<file path="src/rtl/frame_buffer_index_gen.sv">
// Per-frame write-request handshake and write/read buffer index generator for NUM_BUFS
// SDRAM frame buffers, with freeze support and completed/dropped frame counters.
module frame_buffer_index_gen #(
   parameter int unsigned NUM_BUFS     = 4,
   parameter int unsigned IDX_W        = 2,
   parameter int unsigned ADDR_W       = 24,
   parameter int unsigned BASE_ADDR    = 0,
   parameter int unsigned FRAME_STRIDE = 2073600,
   parameter int unsigned CNT_W        = 16
) (
   input  logic              clk,
   input  logic              rst,
   input  logic              frame_vsync,
   input  logic              freeze,
   output logic              write_req,
   input  logic              write_req_ack,
   output logic [IDX_W-1:0]  write_addr_index,
   output logic [IDX_W-1:0]  read_addr_index,
   output logic [ADDR_W-1:0] write_base_addr,
   output logic [ADDR_W-1:0] read_base_addr,
   output logic              read_valid,
   output logic [CNT_W-1:0]  frame_count,
   output logic [CNT_W-1:0]  drop_count
);

   localparam logic [1:0] StIdle   = 2'd0;
   localparam logic [1:0] StReq    = 2'd1;
   localparam logic [1:0] StActive = 2'd2;

   localparam logic [IDX_W-1:0]  LastIdx = IDX_W'(NUM_BUFS - 1);
   localparam logic [ADDR_W-1:0] BaseA   = ADDR_W'(BASE_ADDR);
   localparam logic [ADDR_W-1:0] StrideA = ADDR_W'(FRAME_STRIDE);

   logic [1:0]       state_q, state_d;
   logic             vsync_q;
   logic [IDX_W-1:0] widx_q, widx_d;
   logic [IDX_W-1:0] ridx_q, ridx_d;
   logic             rvalid_q, rvalid_d;
   logic [CNT_W-1:0] fcnt_q, fcnt_d;
   logic [CNT_W-1:0] dcnt_q, dcnt_d;

   logic             vedge;
   logic [IDX_W-1:0] new_read;
   logic [IDX_W-1:0] next_w;

   // Compare-and-reset increment keeps wrap-around at NUM_BUFS, not 2**IDX_W.
   function automatic logic [IDX_W-1:0] inc_idx(input logic [IDX_W-1:0] i);
      return (i == LastIdx) ? '0 : i + 1'b1;
   endfunction

   always_comb begin
      state_d  = state_q;
      widx_d   = widx_q;
      ridx_d   = ridx_q;
      rvalid_d = rvalid_q;
      fcnt_d   = fcnt_q;
      dcnt_d   = dcnt_q;

      vedge    = frame_vsync & ~vsync_q;
      new_read = freeze ? ridx_q : widx_q;
      next_w   = inc_idx(widx_q);
      if (next_w == new_read) begin
         next_w = inc_idx(next_w);
      end

      case (state_q)
         StIdle: begin
            if (vedge) begin
               state_d = StReq;
            end
         end
         StReq: begin
            if (write_req_ack) begin
               state_d = StActive;
            end
            // A frame start while still waiting for ack is lost, even if ack arrives with it.
            if (vedge && (dcnt_q != '1)) begin
               dcnt_d = dcnt_q + 1'b1;
            end
         end
         StActive: begin
            if (vedge) begin
               ridx_d   = new_read;
               widx_d   = next_w;
               fcnt_d   = fcnt_q + 1'b1;
               rvalid_d = rvalid_q | ~freeze;
               state_d  = StReq;
            end
         end
         default: begin
            state_d = StIdle;
         end
      endcase
   end

   always_ff @(posedge clk) begin
      if (rst) begin
         state_q  <= StIdle;
         vsync_q  <= 1'b0;
         widx_q   <= '0;
         ridx_q   <= LastIdx;
         rvalid_q <= 1'b0;
         fcnt_q   <= '0;
         dcnt_q   <= '0;
      end else begin
         state_q  <= state_d;
         vsync_q  <= frame_vsync;
         widx_q   <= widx_d;
         ridx_q   <= ridx_d;
         rvalid_q <= rvalid_d;
         fcnt_q   <= fcnt_d;
         dcnt_q   <= dcnt_d;
      end
   end

   // Gated by rst so a pending request is withdrawn in the cycle reset is applied.
   assign write_req        = (state_q == StReq) & ~rst;
   assign write_addr_index = widx_q;
   assign read_addr_index  = ridx_q;
   assign read_valid       = rvalid_q;
   assign frame_count      = fcnt_q;
   assign drop_count       = dcnt_q;
   assign write_base_addr  = BaseA + ADDR_W'(widx_q) * StrideA;
   assign read_base_addr   = BaseA + ADDR_W'(ridx_q) * StrideA;

endmodule

</file>
<file path="config.mk">
export PLATFORM = sky130hd
export DESIGN_NAME = frame_buffer_index_gen
export DESIGN_NICKNAME = d
export VERILOG_FILES = /design/src/rtl/frame_buffer_index_gen.sv
export SDC_FILE = /design/constraint.sdc
export NUM_CORES = 1
export LEC_CHECK = 0
export ABC_AREA = 1
export CAP_MARGIN = 30
export CORE_ASPECT_RATIO = 0.75
export CORE_UTILIZATION = 25
export DETAILED_ROUTE_END_ITERATION = 6
export DONT_BUFFER_PORTS = 1
export PLACE_DENSITY = 0.47
export SLEW_MARGIN = 20
export SYNTH_ARGS = -nofsm -noshare
export SYNTH_HDL_FRONTEND = slang
export SYNTH_SLANG_ARGS = --single-unit
</file>
<file path="constraint.sdc">
create_clock -name clk -period 1.55 [get_ports clk]
set_input_delay 0.31 -clock clk [delete_from_list [all_inputs] [get_ports clk]]
set_output_delay 0.31 -clock clk [all_outputs]
set_load 0.02 [all_outputs]
</file>
# Yosys cells after proc, flatten, opt, wreduce, memory -nomap -nowiden
# Cells that the tools add are included.
[op_classes] add_sub_neg=4 multipliers=2 div=0 magnitude_cmp=0 eq_ne=8 n_shift=0 mux=7 bitwise_logic=6 n_reduce_logical=6
[op_table] cell="$add 16x1->16 const B" n=2
[op_table] cell="$mul 2x11->13 const B" n=2
[op_table] cell="$ne 16x16->1 const B" n=1
[op_table] cell="$mux 2" n=6
[op_table] cell="$eq 2x2->1 const B" n=3
[op_table] cell="$reduce_and 2->1" n=3
[op_table] cell="$add 2x1->2 const B" n=2
[op_table] cell="$pmux 2 s2" n=1
[op_table] cell="$not 1->1" n=3
[op_table] cell="$and 1x1->1" n=2
[op_table] cell="$eq 2x1->1 const B" n=1
[op_table] cell="$eq 2x2->1" n=1
[op_table] cell="$logic_not 2->1" n=1
[op_table] cell="$ne 2x1->1 const B" n=1
[op_table] cell="$ne 2x2->1 const B" n=1
[op_table] cell="$reduce_or 2->1" n=1
[op_table] cell="$logic_and 1x1->1" n=1
[op_table] cell="$or 1x1->1" n=1
[word_totals] register_bits=40 latchBits=0 ramBits=0 romBits=0 in_bits=5 out_inout_bits=86 word_cells=40 n_memories=0

# Depth between registers and ports, before layout
[depth] depth_word=5 mapped_depth=11 depth_no_buf=10

# Worst setup path after synthesis
# No wires, ideal clock.
[synth_timing] path_type="reg2reg" from="register dcnt_q[0], in the netlist drop_count[0]" to="register dcnt_q[3], in the netlist drop_count[3]" setup_ns=0.126 arrival_time_ns=1.512 t_required_ns=1.424 path_slack_ns=-0.088 stages_incl_launch_ff=12 n_path_buf=1 period_less_slack_ns=1.638 path_cell_list="dfxtp_1 -> ha_1 -> nand2_2 -> nor2_2 -> nand2_2 -> nor2_4 -> nor2_4 -> buf_12 -> nand2_1 -> nand2_1 -> nand2_1 -> nor2_2"
[synth_between] elab_chain_cells=3 elab_cells_between_ends=4 cone_classes="add/sub: 1; eq/ne: 1; reduce/logical: 2"
[synth_lines] item="start: declaration" line="40" source="logic [CNT_W-1:0] dcnt_q, dcnt_d;"
[synth_lines] item="start signal: assignment" line="112" source="dcnt_q <= dcnt_d;"
[synth_lines] item="branches (longest 3 deep; another with $add 16x1->16)"
# Several ways; the timed one is not identified.
# A chain may end at the register's enable or synchronous reset.

# Worst setup path after layout
[layout_timing] from="register ridx_q[0], in the netlist read_addr_index[0]" to="output port read_base_addr[18]"
[layout_between] elab_chain_cells=1
[layout_lines] item="start: declaration" line="37" source="logic [IDX_W-1:0] ridx_q, ridx_d;"
[layout_lines] item="start signal: assignment" line="101" source="ridx_q <= LastIdx;"
[layout_lines] item="start signal: assignment" line="109" source="ridx_q <= ridx_d;"
[layout_lines] item="$mul 2x11->13" line="124" source="assign read_base_addr = BaseA + ADDR_W'(ridx_q) * StrideA;"
[layout_lines] item="end: declaration" line="20" source="output logic [ADDR_W-1:0] read_base_addr,"
# Every way passes these cells.

==> results.md <==
- Status: complete, no violations
- Setup WS post-layout: 0.07967 ns
- Met3 wire len: ~380 um
- Vias in the first global route: 1967
- FILL cells: between 1000 and 1500
- Starting Density: 26.24%
- Post-route ant nets: 0
- RR Startpoint: drop_count[0]$_SDFFE_PP0P_
- Post-synth top area share: 30.98%
- Via-to-Cell Ratio: roughly 4.0
- Die W: 119.4 um
- Final setup vio count: 0
- Non-Filler Instances: 546
- Core footprint: between 9000 and 10000 um2
- Row cnt: 31
- Tcrit/Tclk final: 94.86%
- Iteration-0 DRC Markers: slightly above 70
- Vias: 2210
- Max Freq: approximately 680 MHz
- Num ports: 91
- Worst Reg-to-Reg Cells: 11
- CP top delay family: flip-flops
- Seq/Total Area, Yosys: between 30% and 40%
- Critical path's slowest cell: dfxtp_2
- Largest net degree at the start of global routing: 19
- Startpoint Class: flop
- DP Wirelength: 4623 um
- PortBufs: 0
- Pre-CTS WS: 0.09551 ns
- Reg-to-Reg End: drop_count[6]$_SDFFE_PP0P_
- Final WL: around 5900 um
- Critical path origin: read_addr_index[0]$_SDFFE_PP1P_
- Global-route wire length before repair: a little under 10000 um
- Post-synth design cell area: 2585 um2
- Largest area contributor in the netlist: dfxtp_1
- Maximum capacitance violations: 0
- Hold path endpoint: write_addr_index[0]$_SDFFE_PP0P_
- Avg Cell Area, Syn: 6.821 um2
- Max-slew violations: 0
- CP most frequent cell: inv_1
- Clk slew on worst S/H paths: ~0.06 ns
- Type of the worst min-delay path: in2reg
- Setup Total Neg Slack: 0 ns
- Fin nets: approximately 430
- Max IR drop VDD: 0.3710 mV
- Initial antenna violation count: 0
- Multi-input logic area: between 1000 and 1500 um2
- CP cell instances: inv_1 -> ha_1 -> inv_1 -> buf_12
- Placed Instances: ~540
- Clock Latency Late Sink: 0.28 ns
- CTS tree: yes
- CP Class: reg2out
- Detailed-route DRC error count: 0
- Worst hold path depth: 1
- Period minus WS final: 1.470 ns
- Min-Delay Startpoint: rst
- Ys Warns: 0
- Flop-to-flop setup slack: 0.11 ns
- Initial DRT Pass Iterations: 4
- Num CTS Buffers: 5
- FF+latch count, synth: 40
- Metal2 WL: 2449 um
- DP Area: 2894 um2
- Wire length on met1: 3050 um
- Num Clock Sinks: 40
- Critical path fanouts, max: 4
- CP endpoint kind: output port
- H-tree levels: 2
- Grt total ovfl: 0
- P&R area growth vs syn: 21.25%
- Register area: 810.8 um2
- Most common cell after layout, fill and taps aside: nand2_1
- RD Place Congestion: roughly 0.8
- Worst Path Buf+Inv: 3
- Clk root buf: clkbuf_16
- Total Routing Usage GR: between 10% and 20%
- Final Cell Area: around 3100 um2
- Synth unique cells: 29
- DR top layer: met4
- Synth top area cells: dfxtp_1 (31%), nand2_1 (12%), buf_4 (12%)
- CP arrival: 1.16 ns
- Stages on the worst setup path: 4
- Crit path required time: 1.24 ns
- Wire length per cell: 10.88 um
- Power consumption: 2.466 mW
- Pwr Density: approximately 800 nW/um2
- Final core utilization: 31.81%
- Diodes inserted: 0
- Share of cells above drive strength 1: 25.85%
- Critical path's largest stage delay: between 0.3 and 0.4 ns
- Clock Skew: 0.005089 ns
- Most frequent cells in the layout: nand2_1 (82), buf_4 (48), nor2_1 (47)
- Final hold vios: 0
- Die H: ~90 um
- Leak: 1.398 nW
- Die area: 10750 um2
- Max Buffers Root-to-Sink: 2
- Cell count after synthesis: 379
- Min Hold Slack: roughly 0.086 ns
## worst max path at each step
stage                                       to
CTS                        write_base_addr[16]
detailed placement  drop_count[6]$_SDFFE_PP0P_
floorplan           drop_count[3]$_SDFFE_PP0P_
global placement    drop_count[6]$_SDFFE_PP0P_
global route        drop_count[6]$_SDFFE_PP0P_
finish                      read_base_addr[18]
## routing by layer
layer  up-vias  GRT usage [%]
met1       972          15.91
met5         -              0
met3         5          3.299
li1       1178              -
met4         0          2.813
met2        55          16.91
## synth_stat cells
cell,number
xnor2_1,1
clkbuf_1,2
nand2_1,83
nor2_1,53
conb_1,1
inv_1,46
a21oi_1,15
o21a_1,1
nand4_1,6
nand3b_1,1
nor3_1,8
inv_2,4
buf_2,1
a32o_1,1
nand2_4,1
dfxtp_1,40
nand3_2,10
buf_12,1
o21ai_1,1
nor2_4,3
o31ai_1,1
xor2_1,4
buf_6,3
nand2_2,4
ha_1,8
nand3_1,21
nor2_2,9
o21ai_0,10
buf_4,40
## power breakdown
part	internal, mW	switching (mW)	leakage (nW)	total (mW)
Sequential	1.04	0.0114	0.324	1.05
Clock	0.756	0.410	0.0798	1.17
Combinational	0.0684	0.179	0.994	0.248
Total	1.87	0.600	1.40	2.47
## registers in the layout, summed over array words and instances (netlist names)
| register | count |
|---|---|
| drop_count | 16 |
| frame_count | 16 |
| read_addr_index | 2 |
| state_q | 2 |
| write_addr_index | 2 |
| read_valid | 1 |
| vsync_q | 1 |
## worst register-to-register path, stage by stage (launching register included)
cell and delay [ns]:
dfxtp_2 0.35, ha_4 0.14, nand2_2 0.09, nor2_4 0.11, nand2_2 0.09, nor2_4 0.13, nor2_4 0.06, buf_4 0.16
nand2_1 0.08, nand2_1 0.05, nand2_1 0.06, nor2_1 0.04
## cell type report
cell class                 instances  area share, %
inverter                          50          5.988
sequential                        40          25.87
multi-input combinational        265          44.11
timing repair buffer              51          13.41
clock inverter                     3          1.357
clock buffer                       5          3.992
tap                              132          5.269
## cells by family after synthesis
| group | Yosys count | synth area share [%] |
|---|---|---|
| AO/OA/AOI/OAI | 29 | 6.002 |
| flip-flops | 40 | 30.98 |
| other | 1 | 0.1451 |
| adder cells (fa/ha/maj) | 8 | 3.872 |
| buffers and inverters | 97 | 21.44 |
| AND/OR/NAND/NOR | 199 | 35.87 |
| XOR/XNOR | 5 | 1.694 |
## repair_timing
| item | CTS | global route |
|---|---|---|
| resized for setup | 1 | 18 |
| hold buffers | 0 | 0 |
| setup buffers | 0 | 0 |
| setup endpoints to repair | 1 | 22 |
(Power assumes the default switching activity.)
